==> config.mk <==
export PLATFORM = sky130hd
export DESIGN_NAME = uart_tx_arbiter
export DESIGN_NICKNAME = d
export VERILOG_FILES = /design/src/rtl/uart_tx_arbiter.sv
export SDC_FILE = /design/constraint.sdc
export NUM_CORES = 1
export LEC_CHECK = 0
export BUFFER_PORTS_ARGS = -buffer_cell sky130_fd_sc_hd__buf_2
export CAP_MARGIN = 20
export CORE_AREA = 2 2 287 289
export DETAILED_ROUTE_END_ITERATION = 10
export DIE_AREA = 0 0 289 291
export HOLD_SLACK_MARGIN = 0.05
export PLACE_DENSITY = 0.48
export REMOVE_ABC_BUFFERS = 1
export SYNTH_ARGS = -nofsm -noshare
export SYNTH_HDL_FRONTEND = slang
export SYNTH_SLANG_ARGS = --single-unit
export TNS_END_PERCENT = 10
==> constraint.sdc <==
create_clock -name clk -period 5.6 [get_ports clk]
set_input_delay 0 -clock clk [delete_from_list [all_inputs] [get_ports clk]]
set_output_delay 0 -clock clk [all_outputs]
set_load 0.01 [all_outputs]
==> src/rtl/uart_tx_arbiter.sv <==
// uart_tx_arbiter: round-robin arbiter that shares one UART transmit path
// between several requesters. It latches the winning frame, fires a single
// trigger into the UART core, then blocks new grants for a guard interval so
// the UART output FIFO can drain before the next frame is launched.

module uart_tx_arbiter #(
    parameter int NUM_REQ     = 4,
    parameter int FRAME_BYTES = 18,
    parameter int DBITS       = 8,
    parameter int GAP_CYCLES  = 1_935_360
) (
    input  logic                                   clk,
    input  logic                                   reset,
    input  logic [NUM_REQ-1:0]                     req,
    input  logic [NUM_REQ*FRAME_BYTES*DBITS-1:0]   req_frame,
    output logic [NUM_REQ-1:0]                     ack,
    output logic [NUM_REQ-1:0]                     grant,
    output logic [FRAME_BYTES*DBITS-1:0]           tx_frame,
    output logic                                   tx_trigger,
    output logic                                   busy
);

    localparam int FW = FRAME_BYTES * DBITS;

    localparam logic [1:0] IDLE = 2'd0;
    localparam logic [1:0] FIRE = 2'd1;
    localparam logic [1:0] GAP  = 2'd2;

    logic [1:0]         state;
    logic [2:0]         ptr;
    logic [2:0]         winner;
    logic [31:0]        cnt;

    logic               pick_valid;
    logic [2:0]         pick_idx;
    logic [3:0]         scan_sum;
    logic [FW-1:0]      pick_frame;
    logic [NUM_REQ-1:0] pick_onehot;

    // Pick the first requester at or after ptr (wrapping), and its frame slice
    always_comb begin
        pick_valid  = 1'b0;
        pick_idx    = 3'd0;
        scan_sum    = 4'd0;
        pick_frame  = '0;
        for (int k = 0; k < NUM_REQ; k++) begin
            scan_sum = 4'(ptr) + 4'(k);
            if (scan_sum >= 4'(NUM_REQ)) begin
                scan_sum = scan_sum - 4'(NUM_REQ);
            end
            for (int j = 0; j < NUM_REQ; j++) begin
                if (!pick_valid && scan_sum == 4'(j) && req[j]) begin
                    pick_valid = 1'b1;
                    pick_idx   = 3'(j);
                end
            end
        end
        for (int j = 0; j < NUM_REQ; j++) begin
            if (pick_idx == 3'(j)) begin
                pick_frame = req_frame[j*FW +: FW];
            end
        end
        pick_onehot = NUM_REQ'(1) << pick_idx;
    end

    // Transaction sequencing: grant in IDLE, trigger in FIRE, guard interval in GAP
    always_ff @(posedge clk or posedge reset) begin
        if (reset) begin
            state      <= IDLE;
            ptr        <= 3'd0;
            winner     <= 3'd0;
            cnt        <= 32'd0;
            ack        <= '0;
            grant      <= '0;
            tx_frame   <= '0;
            tx_trigger <= 1'b0;
        end else begin
            case (state)
                IDLE: begin
                    if (pick_valid) begin
                        tx_frame <= pick_frame;
                        ack      <= pick_onehot;
                        grant    <= pick_onehot;
                        winner   <= pick_idx;
                        state    <= FIRE;
                    end
                end
                FIRE: begin
                    tx_trigger <= 1'b1;
                    ack        <= '0;
                    cnt        <= 32'(GAP_CYCLES - 1);
                    state      <= GAP;
                end
                GAP: begin
                    tx_trigger <= 1'b0;
                    if (cnt == 32'd0) begin
                        state <= IDLE;
                        grant <= '0;
                        if (winner == 3'(NUM_REQ - 1)) begin
                            ptr <= 3'd0;
                        end else begin
                            ptr <= winner + 3'd1;
                        end
                    end else begin
                        cnt <= cnt - 32'd1;
                    end
                end
                default: begin
                    state      <= IDLE;
                    ack        <= '0;
                    grant      <= '0;
                    tx_trigger <= 1'b0;
                end
            endcase
        end
    end

    assign busy = (state != IDLE);

endmodule

# After elaboration in Yosys (flattened, before gate mapping)
# Index checks and enable logic that the tools add are counted.
dict set report totals {
  output_inout_bits 154
  n_memories 0
  register_bits 193
  romBits 0
  latch_bits 0
  word_cells 156
  mem_bits_rw 0
}
dict set report op_classes {
  muxes 50
  n_shift 1
  reduce_logical 61
  mul 0
  eq_ne 21
  n_addsub 9
  bitwise 2
  magnitude_cmp 4
  div 0
}
# operator n
set ops {}
lappend ops {{144-bit 2-to-1 mux} 4}
lappend ops {{32-bit one-hot mux with 2 select lines} 1}
lappend ops {{3-bit 2-to-1 mux} 15}
lappend ops {{4-bit by 2-bit equality test with 1-bit output (second input constant)} 8}
lappend ops {{32-bit zero test} 1}
lappend ops {{32-bit 2-to-1 mux} 1}
lappend ops {{32-bit by 1-bit subtractor with 32-bit output (second input constant)} 1}
lappend ops {{1-bit logical AND} 31}
lappend ops {{4-bit 2-to-1 mux} 6}
lappend ops {{1-bit 2-to-1 mux} 17}
lappend ops {{4-bit by 1-bit equality test with 1-bit output (second input constant)} 4}
lappend ops {{4-bit zero test} 4}
lappend ops {{1-bit zero test} 15}
lappend ops {{4-bit by 3-bit greater-or-equal comparator with 1-bit output (second input constant)} 3}
lappend ops {{4-bit one-hot mux with 3 select lines} 1}
lappend ops {{4-bit by 3-bit subtractor with 4-bit output (second input constant)} 3}
lappend ops {{2-bit AND reduction} 5}
lappend ops {{3-bit by 2-bit equality test with 1-bit output (second input constant)} 3}
lappend ops {{3-bit by 2-bit adder with 4-bit output (second input constant)} 2}
lappend ops {{4-bit one-hot mux with 2 select lines} 1}
lappend ops {{2-bit != test (second input constant)} 3}
lappend ops {{2-bit one-hot mux with 3 select lines} 1}
lappend ops {{3-bit by 1-bit adder with 4-bit output (second input constant)} 1}
lappend ops {{2-bit 2-to-1 mux} 2}
lappend ops {{13 further kinds} 15}

# Depth between registers and ports, before layout
# Gate-level depths: netlist of run 1.
dict set report depth {
  word_depth 70
  mapped_depth 14
  ltp_nobuf 10
}

# Worst setup path after synthesis of run 1
# Ideal clock, no wire load.
dict set report synth_timing {
  kind {register to register}
  from {reg ptr[1]}
  to {reg tx_frame[16]}
  setup_time_ns 0.122
  arrival_ns 2.767
  stages_incl_launch_ff 15
  path_buffers 4
  synth_period_minus_slack_ns 2.888
  setup_slack_ns 2.712
  cell_sequence {dfrtp_1 clkbuf_1 or2_2 inv_1 ha_1 nor4bb_1 a41oi_1 nand3_1 o21ai_4 buf_6 inv_1 buf_2 clkbuf_1 nor2_1 a2111oi_1}
}
dict set report synth_via {
  elab_chain_len 70
  elab_cells_between_ends 117
  cone_classes {add/sub: 7; order compare: 4; eq/ne: 15; mux: 39; reduce/logical: 52}
}
# element line
set synth_lines {}
lappend synth_lines {{from (decl)} 30} ;# logic [2:0] ptr;
lappend synth_lines {{from (signal assigned)} 102} ;# ptr <= winner + 3'd1;
lappend synth_lines {{3-bit by 3-bit subtractor with 4-bit output / 3-bit greater-or-equal comparator (equally long branches)} {49, 48}}
lappend synth_lines {{4-bit 2-to-1 mux} 48} ;# if (scan_sum >= 4'(NUM_REQ)) begin
lappend synth_lines {{4-bit zero test} 52} ;# if (!pick_valid && scan_sum == 4'(j) && req[j]) begin
lappend synth_lines {{1-bit logical AND} 52}
lappend synth_lines {{1-bit 2-to-1 mux} 52}
lappend synth_lines {{1-bit zero test} 52}
lappend synth_lines {{1-bit logical AND (2 in a row)} 52}
lappend synth_lines {{1-bit 2-to-1 mux} 52}
lappend synth_lines {{[48 not listed]} n/a}
lappend synth_lines {{1-bit zero test} 52}
lappend synth_lines {{1-bit logical AND (2 in a row)} 52}
lappend synth_lines {{1-bit 2-to-1 mux} 52}
lappend synth_lines {{1-bit zero test} 52}
lappend synth_lines {{1-bit logical AND (2 in a row)} 52}
lappend synth_lines {{3-bit 2-to-1 mux} 52}
lappend synth_lines {{3-bit zero test} 59} ;# if (pick_idx == 3'(j)) begin
lappend synth_lines {{144-bit 2-to-1 mux (4 in a row)} 59}
lappend synth_lines {{to (signal assigned)} 81} ;# tx_frame <= pick_frame;
lappend synth_lines {{to (decl)} 18} ;# output logic [FRAME_BYTES*DBITS-1:0] tx_frame,
# Parallel ways exist; a longest one is shown, timed or not.
# A chain may end at the register's enable or synchronous reset.

# Final worst setup path of run 1
dict set report layout_timing {
  from {reg ptr[1]}
  to {reg tx_frame[2]}
}
# Same word-level chain as after synthesis.

==> run_results.csv, run 1 <==
group,metric,value,unit
layout,mostFrequentLayoutCell,"buf_2",
floorplanning,io_pins,736,
placed_design,gp_congestion,0.840,
power,sw_frac_of_total,40.9,%
power,p_per_area,390,nW/µm²
floorplanning,fp.coreArea,81200,µm²
grt,grt_pass1_vias,16200,
clock_network,htreeDepth,4,
route,wl,66.5,mm
layout,area_growth,66.3,%
power,p_int,0.00472,W
placed_design,place_area,17000,µm²
yosys,yosys_most_used_dff,"dfrtp_1",
clock_network,clkTransAtPathRegs,0.10,ns
grt,grt_max_degree,108,
route,drtIter0Drc,733,
route,num_vias,15600,
clock_network,cts_hold_buf,289,
floorplanning,dieArea,84100,µm²
yosys,syn-cell-area,12300,µm²
power,sequentialPowerShare,28.7,%
power,p_switching,0.00327,W
floorplanning,placementRows,105,
floorplanning,start_util,15.2,%
power,ir_worst_vdd,0.000312,V
timing,rsz0062_at_grt,"no",
grt,grt_pass1_wl,97.6,mm
yosys,avgSynthCellArea,8.67,µm²
timing,period_share,79.4,%
clock_network,cts-root-buf,"clkbuf_16",
layout,design_area,20500,µm²
critical_path,worstSetupEndpointType,"flip-flop",
timing,clock-skew-final,0.0253,ns
placed_design,io_buffers,735,
critical_path,crit_type,"reg2reg",
route,drc,0,
grt,antenna_found_initial,5,
critical_path,critical_path_required,6.03,ns
route,vias_per_cell,4.55,
floorplanning,fp.dieW,289,µm
clock_network,postCtsResizedCells,0,
yosys,synth_edf_count,0,
timing,finalSetupViolCount,0,
timing,tightest_slew,1.01,ns
route,final_antenna_net_count,0,
clock_network,cts_tree,"yes",
clock_network,cts_made_buffers,17,
floorplanning,die_h,291,µm
grt,grt_use_total,15.2,%
yosys,synth-async-reset-ratio,100,%
status,status,"completed",
grt,grt.busiest_layer,"met2",
timing,timing.hold.ws,0.101,ns
clock_network,cts_sinks,191,
route,wl_per_cell,19.4,µm
layout,drive_gt1_share,35.0,%
layout,fin_nets,2922,
yosys,synth_warnings,0,
power,cellLeakagePower,9.17,nW
job,drv_cap,0,
grt,overflow,0,
critical_path,r2r-start,"ptr[1]",
route,firstDrtPassIters,5,
placed_design,hpwl,45.7,mm
critical_path,crit_fanout,75,
clock_network,cts_setup_buffers,0,
timing,maxSlewViolCount,0,
yosys,ys_seq_elements,191,
yosys,synth.distinct_cells,62,
timing,hold_viol,0,
timing,period_needed,4.45,ns
timing,maxSlewHeadroom,32.8,%
grt,grt_use_met1,18.2,%
yosys,synth_cells,1421,
critical_path,crit_path_start,"ptr[1]",
timing,max_freq,0.225,GHz
power,pwr-share-comb,53.8,%
clock_network,clk_latency,0.50,ns
yosys,yosysSeqAreaShare,38.8,%
critical_path,start_kind,"flip-flop",
layout,layout_common_cells,"buf_2 (735), dlygate4sd3_1 (289), dfrtp_1 (191)",
power,pwr-share-clk,17.6,%
grt,met2_usage,25.9,%
clock_network,cts_buffer_depth,2,
min_path,hold_class,"in2async",
grt,use_met3,4.07,%
critical_path,crit_arrival,4.88,ns
## per-stage QoR
step           power, W  std cells  utilization [%]  worst slack, ns  TNS [ns]
2_1_floorplan   0.00398       1269                -            -5.95   -872.94
3_3_place_gp    0.00555       3097             20.9             1.82         0
3_5_place_dp    0.00555       3097             20.9             1.76         0
4_1_cts         0.00805       3418             25.2             1.24         0
5_1_grt         0.00855       3421             25.2            0.741         0
6_report        0.00799       3421             25.2             1.15         0
## power groups by stage
stage / combinational, W / clock [W] / sequential, W
global placement: 0.00323 / 0 / 0.00231
detailed placement: 0.00323 / 0 / 0.00232
finish: 0.00429 / 0.00140 / 0.00229
CTS: 0.00427 / 0.00149 / 0.00229
floorplan: 0.00146 / 0 / 0.00252
global route: 0.00467 / 0.00152 / 0.00236
## registers in the layout, summed over array words and instances (netlist names)
signal / cells
grant: 4
ack: 4
winner: 2
cnt: 32
tx_trigger: 1
ptr: 2
state: 2
tx_frame: 144
## worst paths after layout
kind | to | slack, ns | cells after the start
min in group clk | tx_frame[101] | 0.41 | 4
max reg2reg | tx_frame[2] | 1.15 | 10
max | tx_frame[2] | 1.15 | 10
min reg2reg | ack[3] | 0.48 | 1
max in group asynchronous | tx_frame[127] | 4.34 | 4
min | tx_frame[13] | 0.10 | 3
## final cells by class
| type | instances | area, µm² |
|---|---|---|
| Multi-Input combinational cell | 925 | 6310 |
| Inverter | 153 | 587 |
| Tap cell | 1070 | 1340 |
| Antenna cell | 2 | 5.00 |
| Timing Repair Buffer | 1048 | 6840 |
| Clock buffer | 17 | 425 |
| Sequential cell | 191 | 4780 |
| Fill cell | 9038 | 60700 |
| Clock inverter | 15 | 205 |
## worst max-delay path, stage by stage (launching register included)
cell           delay, ns
dfrtp_1             0.53
or2_2               0.37
ha_1                0.32
nor2_1              0.07
a41oi_1             0.39
nand3_1             0.29
o21ai_4             0.32
buf_4               0.70
a2111oi_0           0.16
a2111oi_0           0.46
dlygate4sd3_1       0.62
## metal layers
layer / wire length [µm] / vias to the layer above / part of all wire, %
li1: - / 7195 / -
met1: 27500 / 7618 / 41
met2: 32000 / 657 / 48
met3: 4980 / 108 / 7.5
met4: 2040 / 4 / 3.1
met5: 24 / - / 0.036
## Yosys cell counts, types with 6 or more instances
library cell  instances  share of area, %
xor2_1                9              0.64
a2111oi_0           150                11
clkbuf_2             10              0.41
and3_1              145               7.4
buf_2                22              0.89
clkbuf_1            101               3.1
nor3_1              157               6.4
a2111oi_2            14               1.7
nand4_1               6              0.30
a2111oi_1           125                10
nor4_1                7              0.36
o21ai_0              10              0.41
buf_6                16               1.5
a21oi_1               7              0.28
nand2_1              32              0.98
dfrtp_1             191                39
nand3_1              12              0.49
nor2_1              168               5.1
a21o_1                6              0.37
inv_1               153               4.7
## kinds of logic (layout without fill, tap and decap cells)
kind of cell | count (synthesis) | in the layout | synth area share [%]
flip-flops | 191 | 191 | 38.8
AND/OR/NAND/NOR | 560 | 560 | 23.0
multiplexers | 7 | 7 | 0.589
adder cells (fa/ha/maj) | 5 | 5 | 0.488
buffers and inverters | 306 | 1233 | 10.7
XOR/XNOR | 14 | 14 | 0.995
other | 1 | 4 | 0.0304
AO/OA/AOI/OAI | 337 | 337 | 25.4
No activity file was read; power rests on OpenSTA's default activity.
==> run 2, diff against run 1 <==
--- a/config.mk
+++ b/config.mk
@@ -11,7 +11,7 @@
 export DETAILED_ROUTE_END_ITERATION = 10
 export DIE_AREA = 0 0 289 291
 export HOLD_SLACK_MARGIN = 0.05
-export PLACE_DENSITY = 0.48
+export PLACE_DENSITY = 0.47
 export REMOVE_ABC_BUFFERS = 1
 export SYNTH_ARGS = -nofsm -noshare
 export SYNTH_HDL_FRONTEND = slang
==> constraint.sdc (replaced) <==
create_clock -name clk -period 4.55 [get_ports clk]
set_input_delay 0 -clock clk [delete_from_list [all_inputs] [get_ports clk]]
set_output_delay 0 -clock clk [all_outputs]
set_load 0.01 [all_outputs]
==> run_results.csv, run 2 (synthesized netlist as in run 1, its figures left out) <==
group,metric,value,unit
status,status,"completed",
job,drv_cap,0,
min_path,hold_class,"in2async",
timing,timing.hold.ws,0.0966,ns
route,final_antenna_net_count,0,
grt,grt_pass1_vias,16700,
clock_network,cts_sinks,191,
layout,area_growth,68.5,%
layout,largest_register_ffs,144,
power,p_per_area,478,nW/µm²
route,drtIter0Drc,657,
timing,rsz0062_at_grt,"no",
critical_path,slowest_stage,"dlygate4sd3_1",
placed_design,gp_congestion,0.882,
clock_network,cts-root-buf,"clkbuf_16",
critical_path,start_kind,"flip-flop",
grt,grt_max_degree,86,
power,cellLeakagePower,9.33,nW
floorplanning,dieArea,84100,µm²
critical_path,crit_type,"reg2reg",
clock_network,htreeDepth,4,
layout,drive_gt1_share,35.6,%
clock_network,clk_latency,0.50,ns
timing,clock-skew-final,0.0281,ns
timing,tightest_slew,0.930,ns
power,ir_worst_vdd,0.000226,V
timing,maxSlewViolCount,0,
timing,maxSlewHeadroom,38.0,%
layout,fin_nets,2942,
clock_network,clkTransAtPathRegs,0.08,ns
grt,antenna_found_initial,5,
timing,hold_viol,0,
critical_path,critical_path.cell_chain,"or2_2 -> inv_1 -> ha_1 -> nor4bb_1 -> a41oi_1 -> nand3_1 -> o21ai_4 -> buf_12 -> inv_6 -> buf_4 -> nor2_1 -> a2111oi_1 -> dlygate4sd3_1",
layout,mostFrequentLayoutCell,"buf_2",
route,wl,66.3,mm
route,wl_per_cell,19.3,µm
route,vias_per_cell,4.56,
route,firstDrtPassIters,5,
route,num_vias,15700,
floorplanning,placementRows,105,
timing,max_freq,0.238,GHz
critical_path,crit_fanout,44,
critical_path,crit_family,"buffers and inverters",
timing,period_share,92.5,%
layout,fillCellCount,9041,
layout,utilization,25.6,%
placed_design,io_buffers,735,
critical_path,worst-path-buf-inv,5,
floorplanning,start_util,15.2,%
floorplanning,fp.coreArea,81200,µm²
floorplanning,io_pins,736,
grt,overflow,0,
timing,finalSetupViolCount,0,
critical_path,crit_arrival,4.63,ns
critical_path,critical_path_required,4.97,ns
layout,largest_register,"tx_frame",
layout,largest_registers,"tx_frame (144), cnt (32)",
grt,grt_use_total,15.3,%
clock_network,cts_tree,"yes",
grt,grt_pass1_wl,99.2,mm
floorplanning,fp.dieW,289,µm
layout,layout_common_cells,"buf_2 (735), dlygate4sd3_1 (289), dfrtp_1 (191)",
timing,tns,0,ns
critical_path,worstSetupEndpointType,"flip-flop",
clock_network,cts_buffer_depth,2,
placed_design,hpwl,47.0,mm
clock_network,cts_made_buffers,17,
critical_path,cpPeakStageDelay,0.60,ns
timing,period_needed,4.21,ns
floorplanning,die_h,291,µm
route,drc,0,
run 2: power breakdown:
part | internal (W) | switching (W) | leakage (nW)
Sequential | 0.00239 | 0.000415 | 2.15
Clock | 0.000869 | 0.000866 | 0.317
Combinational | 0.00274 | 0.00264 | 6.86
run 2: area by class of cell:
| type | count | area, µm² | share of cell area [%] |
|---|---|---|---|
| clock inverters | 14 | 209 | 1.01 |
| diodes | 3 | 7.51 | 0.0362 |
| flip-flops and latches | 191 | 4780 | 23.0 |
| well taps | 1070 | 1340 | 6.45 |
| inverters | 153 | 587 | 2.83 |
| repair buffers | 1068 | 7090 | 34.2 |
| clock buffers | 18 | 439 | 2.12 |
| multi-input cells | 925 | 6310 | 30.4 |
run 2: what timing repair did:
action,4_1_cts,5_1_grt
hold endpoints to repair,215,0
setup buffers,0,0
hold buffers,289,0
gates resized for setup,0,0
run 2: path summary, 6_finish.rpt:
path	startpoint	endpoint	slack, ns	cells past startpoint
worst max-delay path	ptr[1]	tx_frame[80]	0.34	13
worst min-delay path	reset	tx_frame[35]	0.1	3
worst max register to register	ptr[1]	tx_frame[80]	0.34	13
worst min register to register	cnt[28]	cnt[28]	0.48	1
max in group asynchronous	reset	tx_frame[127]	3.36	4
min in group clk	req_frame[145]	tx_frame[1]	0.41	4
run 2: metrics by stage:
stage          cells  instance area [µm²]  setup WS [ns]  power (W)
2_1_floorplan   1269                11600          -7.00    0.00489
3_3_place_gp    3118                17200          0.989    0.00691
3_5_place_dp    3118                17200          0.893    0.00693
4_1_cts         3439                20700          0.367     0.0100
5_1_grt         3442                20800         0.0227     0.0106
6_report        3442                20800          0.341    0.00992
run 2: routing by layer:
metal  part of all wire [%]  global-route usage [%]  vias up
met5                  0.011                       0        -
met4                    3.6                    5.82        2
met3                    6.3                    3.40      118
met2                     48                    25.9      659
met1                     43                    18.8     7671
li1                       -                       -     7245
run 2: worst register-to-register path, delay by kind of cell, from the launching register on:
family / cells / cell delay (ns)
buffers and inverters: 5 / 1.68
and+or+nand+nor: 4 / 1.11
AOI/OAI and AO/OA: 3 / 0.64
DFF: 1 / 0.52
adders and majority gates: 1 / 0.20
==> run 3, diff against run 2 <==
--- a/config.mk
+++ b/config.mk
@@ -5,13 +5,15 @@
 export SDC_FILE = /design/constraint.sdc
 export NUM_CORES = 1
 export LEC_CHECK = 0
+export ABC_AREA = 1
 export BUFFER_PORTS_ARGS = -buffer_cell sky130_fd_sc_hd__buf_2
 export CAP_MARGIN = 20
-export CORE_AREA = 2 2 287 289
+export CORE_AREA = 2 2 284 286
 export DETAILED_ROUTE_END_ITERATION = 10
-export DIE_AREA = 0 0 289 291
+export DIE_AREA = 0 0 286 288
 export HOLD_SLACK_MARGIN = 0.05
-export PLACE_DENSITY = 0.47
+export PLACE_DENSITY = 0.5
+export RECOVER_POWER = 25
 export REMOVE_ABC_BUFFERS = 1
 export SYNTH_ARGS = -nofsm -noshare
 export SYNTH_HDL_FRONTEND = slang
==> run_results.csv, run 3 <==
group,metric,value,unit
min_path,min_to,"winner[0]",
route,wl_per_cell,16.8,µm
placed_design,gp_congestion,0.868,
yosys,synthTopCellsByCount,"nand2_1 (883), inv_1 (312), nand4_1 (221), nand3_1 (216), dfrtp_1 (191)",
critical_path,r2r_slack,0.26,ns
min_path,hold_class,"in2reg",
grt,grt_use_total,16.9,%
yosys,syn-cell-area,14400,µm²
power,ir_worst_vdd,0.000351,V
route,num_vias,19200,
critical_path,crit_fanout,132,
yosys,yosys_most_used_dff,"dfrtp_1",
power,p_per_area,405,nW/µm²
floorplanning,fp.dieW,286,µm
power,power,0.00933,W
yosys,yosysMostFrequentCell,"nand2_1",
yosys,yosysTopAreaCell,"dfrtp_1",
grt,grt.busiest_layer,"met2",
critical_path,crit_type,"reg2reg",
route,wl,73.6,mm
floorplanning,io_pins,736,
timing,finalSetupViolCount,0,
timing,clock-skew-final,0.0191,ns
route,vias_per_cell,4.39,
layout,drive_gt1_share,23.2,%
floorplanning,placementRows,104,
floorplanning,dieArea,82400,µm²
route,firstDrtPassIters,5,
critical_path,rr_endpoint,"tx_frame[139]",
yosys,synth_warnings,0,
grt,use_met3,4.75,%
route,drc,0,
critical_path,crit_arrival,4.68,ns
yosys,yosysSeqAreaShare,33.2,%
layout,largest_register,"tx_frame",
clock_network,cts_setup_buffers,0,
timing,max_freq,0.233,GHz
placed_design,io_buffers,735,
floorplanning,start_util,18.1,%
grt,overflow,0,
grt,grt_pass1_vias,18700,
critical_path,r2r-start,"ptr[0]",
yosys,avgSynthCellArea,6.14,µm²
min_path,min_path_cells,5,
status,status,"finished, violations left",
timing,rsz0062_at_grt,"yes",
floorplanning,die_h,288,µm
timing,timing.hold.ws,0.296,ns
timing,tightest_slew,3.21,ns
yosys,synth_cells,2344,
timing,period_needed,4.29,ns
layout,layout_common_cells,"nand2_1 (880), buf_2 (678), dlygate4sd3_1 (338)",
clock_network,cts_sinks,191,
min_path,hold_start,"req[3]",
timing,maxSlewViolCount,74,
job,drv_cap,1,
grt,met2_usage,29.6,%
layout,fin_nets,3880,
clock_network,cts_buffer_depth,2,
grt,grt_pass1_wl,107,mm
placed_design,hpwl,52.7,mm
clock_network,htreeDepth,4,
clock_network,cts_made_buffers,17,
timing,maxSlewHeadroom,-114,%
layout,fillCellCount,9013,
power,cellLeakagePower,12.8,nW
yosys,yosysTopAreaCellShare,33.2,%
critical_path,critical_path_required,4.94,ns
grt,grt_use_met1,19.4,%
layout,mostFrequentLayoutCell,"nand2_1",
yosys,synth_edf_count,0,
yosys,synth.distinct_cells,34,
floorplanning,fp.coreArea,79600,µm²
critical_path,start_kind,"flip-flop",
route,drtIter0Drc,1028,
clock_network,cts-root-buf,"clkbuf_16",
yosys,synth_area_leaders,"dfrtp_1 (33%), nand2_1 (23%), nand4_1 (9.6%), inv_1 (8.1%), nand3_1 (7.5%)",
layout,largest_registers,"tx_frame (144), cnt (32)",
timing,period_share,94.3,%
timing,hold_viol,0,
clock_network,clkTransAtPathRegs,0.08,ns
route,final_antenna_net_count,0,
clock_network,clk_latency,0.50,ns
status,violations,"capacitance limit, slew limit",
critical_path,worstSetupEndpointType,"flip-flop",
layout,area_growth,59.9,%
grt,grt_max_degree,133,
grt,antenna_found_initial,11,
critical_path,r2r_cells,15,
yosys,synth-async-reset-ratio,100,%
layout,largest_register_ffs,144,
yosys,ys_seq_elements,191,
clock_network,cts_tree,"yes",
==> run 3: cell types whose count changed in the layout (fill, tap and decap cells not counted), moves of 112 or more <==
cell,previous run,this run
a2111oi_1,125,0
nand4_1,6,221
nand3_1,11,216
nand2_1,32,880
nor2_1,168,56
a2111oi_0,150,0
inv_1,151,311
and3_1,145,0
nor3_1,157,11
==> run 3: area by class of cell <==
cell class,count,area [µm²],area share (%)
Antenna cell,3,7.51,0.0326
Clock buffer,18,439,1.91
Clock inverter,14,168,0.728
Inverter,317,1200,5.20
Multi-Input combinational cell,1660,7660,33.3
Sequential cell,191,4780,20.8
Tap cell,1060,1330,5.76
Timing Repair Buffer,1107,7450,32.3
==> run 3: power by group <==
part / total [W] / internal (W) / switching [W]
combinational: 0.00488 / 0.00193 / 0.00294
clock: 0.00166 / 0.000802 / 0.000859
sequential: 0.00279 / 0.00237 / 0.000415
==> run 3: kinds of logic (layout without fill, tap and decap cells) <==
group / after synthesis / count (layout) / synth area share [%]
AOI/OAI and AO/OA: 209 / 209 / 7.51
adders and majority gates: 4 / 4 / 0.348
DFF: 191 / 191 / 33.2
buffers and inverters: 495 / 1456 / 14.0
and+or+nand+nor: 1444 / 1445 / 44.9
other: 1 / 5 / 0.0260
==> run 3: layer usage <==
metal,wire [µm],part of all wire (%)
met1,29300,40
met2,35700,49
met3,5440,7.4
met4,2990,4.1
met5,66,0.090
==> run 3: worst max path at each step <==
stage	slack, ns	cells after the start	from	end
finish	0.26	15	ptr[0]	tx_frame[139]
global route	-0.1	17	ptr[0]	tx_frame[8]
CTS	0.09	17	ptr[0]	tx_frame[8]
detailed placement	0.91	14	ptr[0]	tx_frame[97]
global placement	1.01	14	ptr[0]	tx_frame[113]
floorplan	-10.27	12	ptr[0]	tx_frame[0]
==> run 3: per-stage QoR <==
| step | setup slack [ns] | util, % | cell area, µm² | setup TNS, ns | cells |
|---|---|---|---|---|---|
| floorplan | -10.27 | - | 13600 | -1628.67 | 2167 |
| global placement | 1.01 | 24.0 | 19100 | 0 | 3996 |
| detailed placement | 0.912 | 24.0 | 19100 | 0 | 3996 |
| CTS | 0.0901 | 29.0 | 23100 | 0 | 4366 |
| global route | -0.0975 | 28.9 | 23000 | -0.278 | 4367 |
| finish | 0.259 | 28.9 | 23000 | 0 | 4370 |
==> run 3: worst max-delay path, cell delays in order (launching register included) <==
cell and delay [ns]:
dfrtp_1 0.44, nor2_2 0.27, inv_2 0.07, ha_1 0.19, nand2_1 0.06, nand2_1 0.09, nor3_1 0.70, o2111ai_4 0.21
buf_12 0.26, buf_12 0.24, nand4_1 0.17, nand2_1 0.06, dlygate4sd3_1 0.54, o21ai_0 0.15, dlygate4sd3_1 0.57, nand2_1 0.05
==> run 3: timing repair <==
item / CTS / global route
gates resized for setup: 0 / 5
setup endpoints to repair: 0 / 7
hold endpoints to repair: 217 / 0
hold buffers: 338 / 0
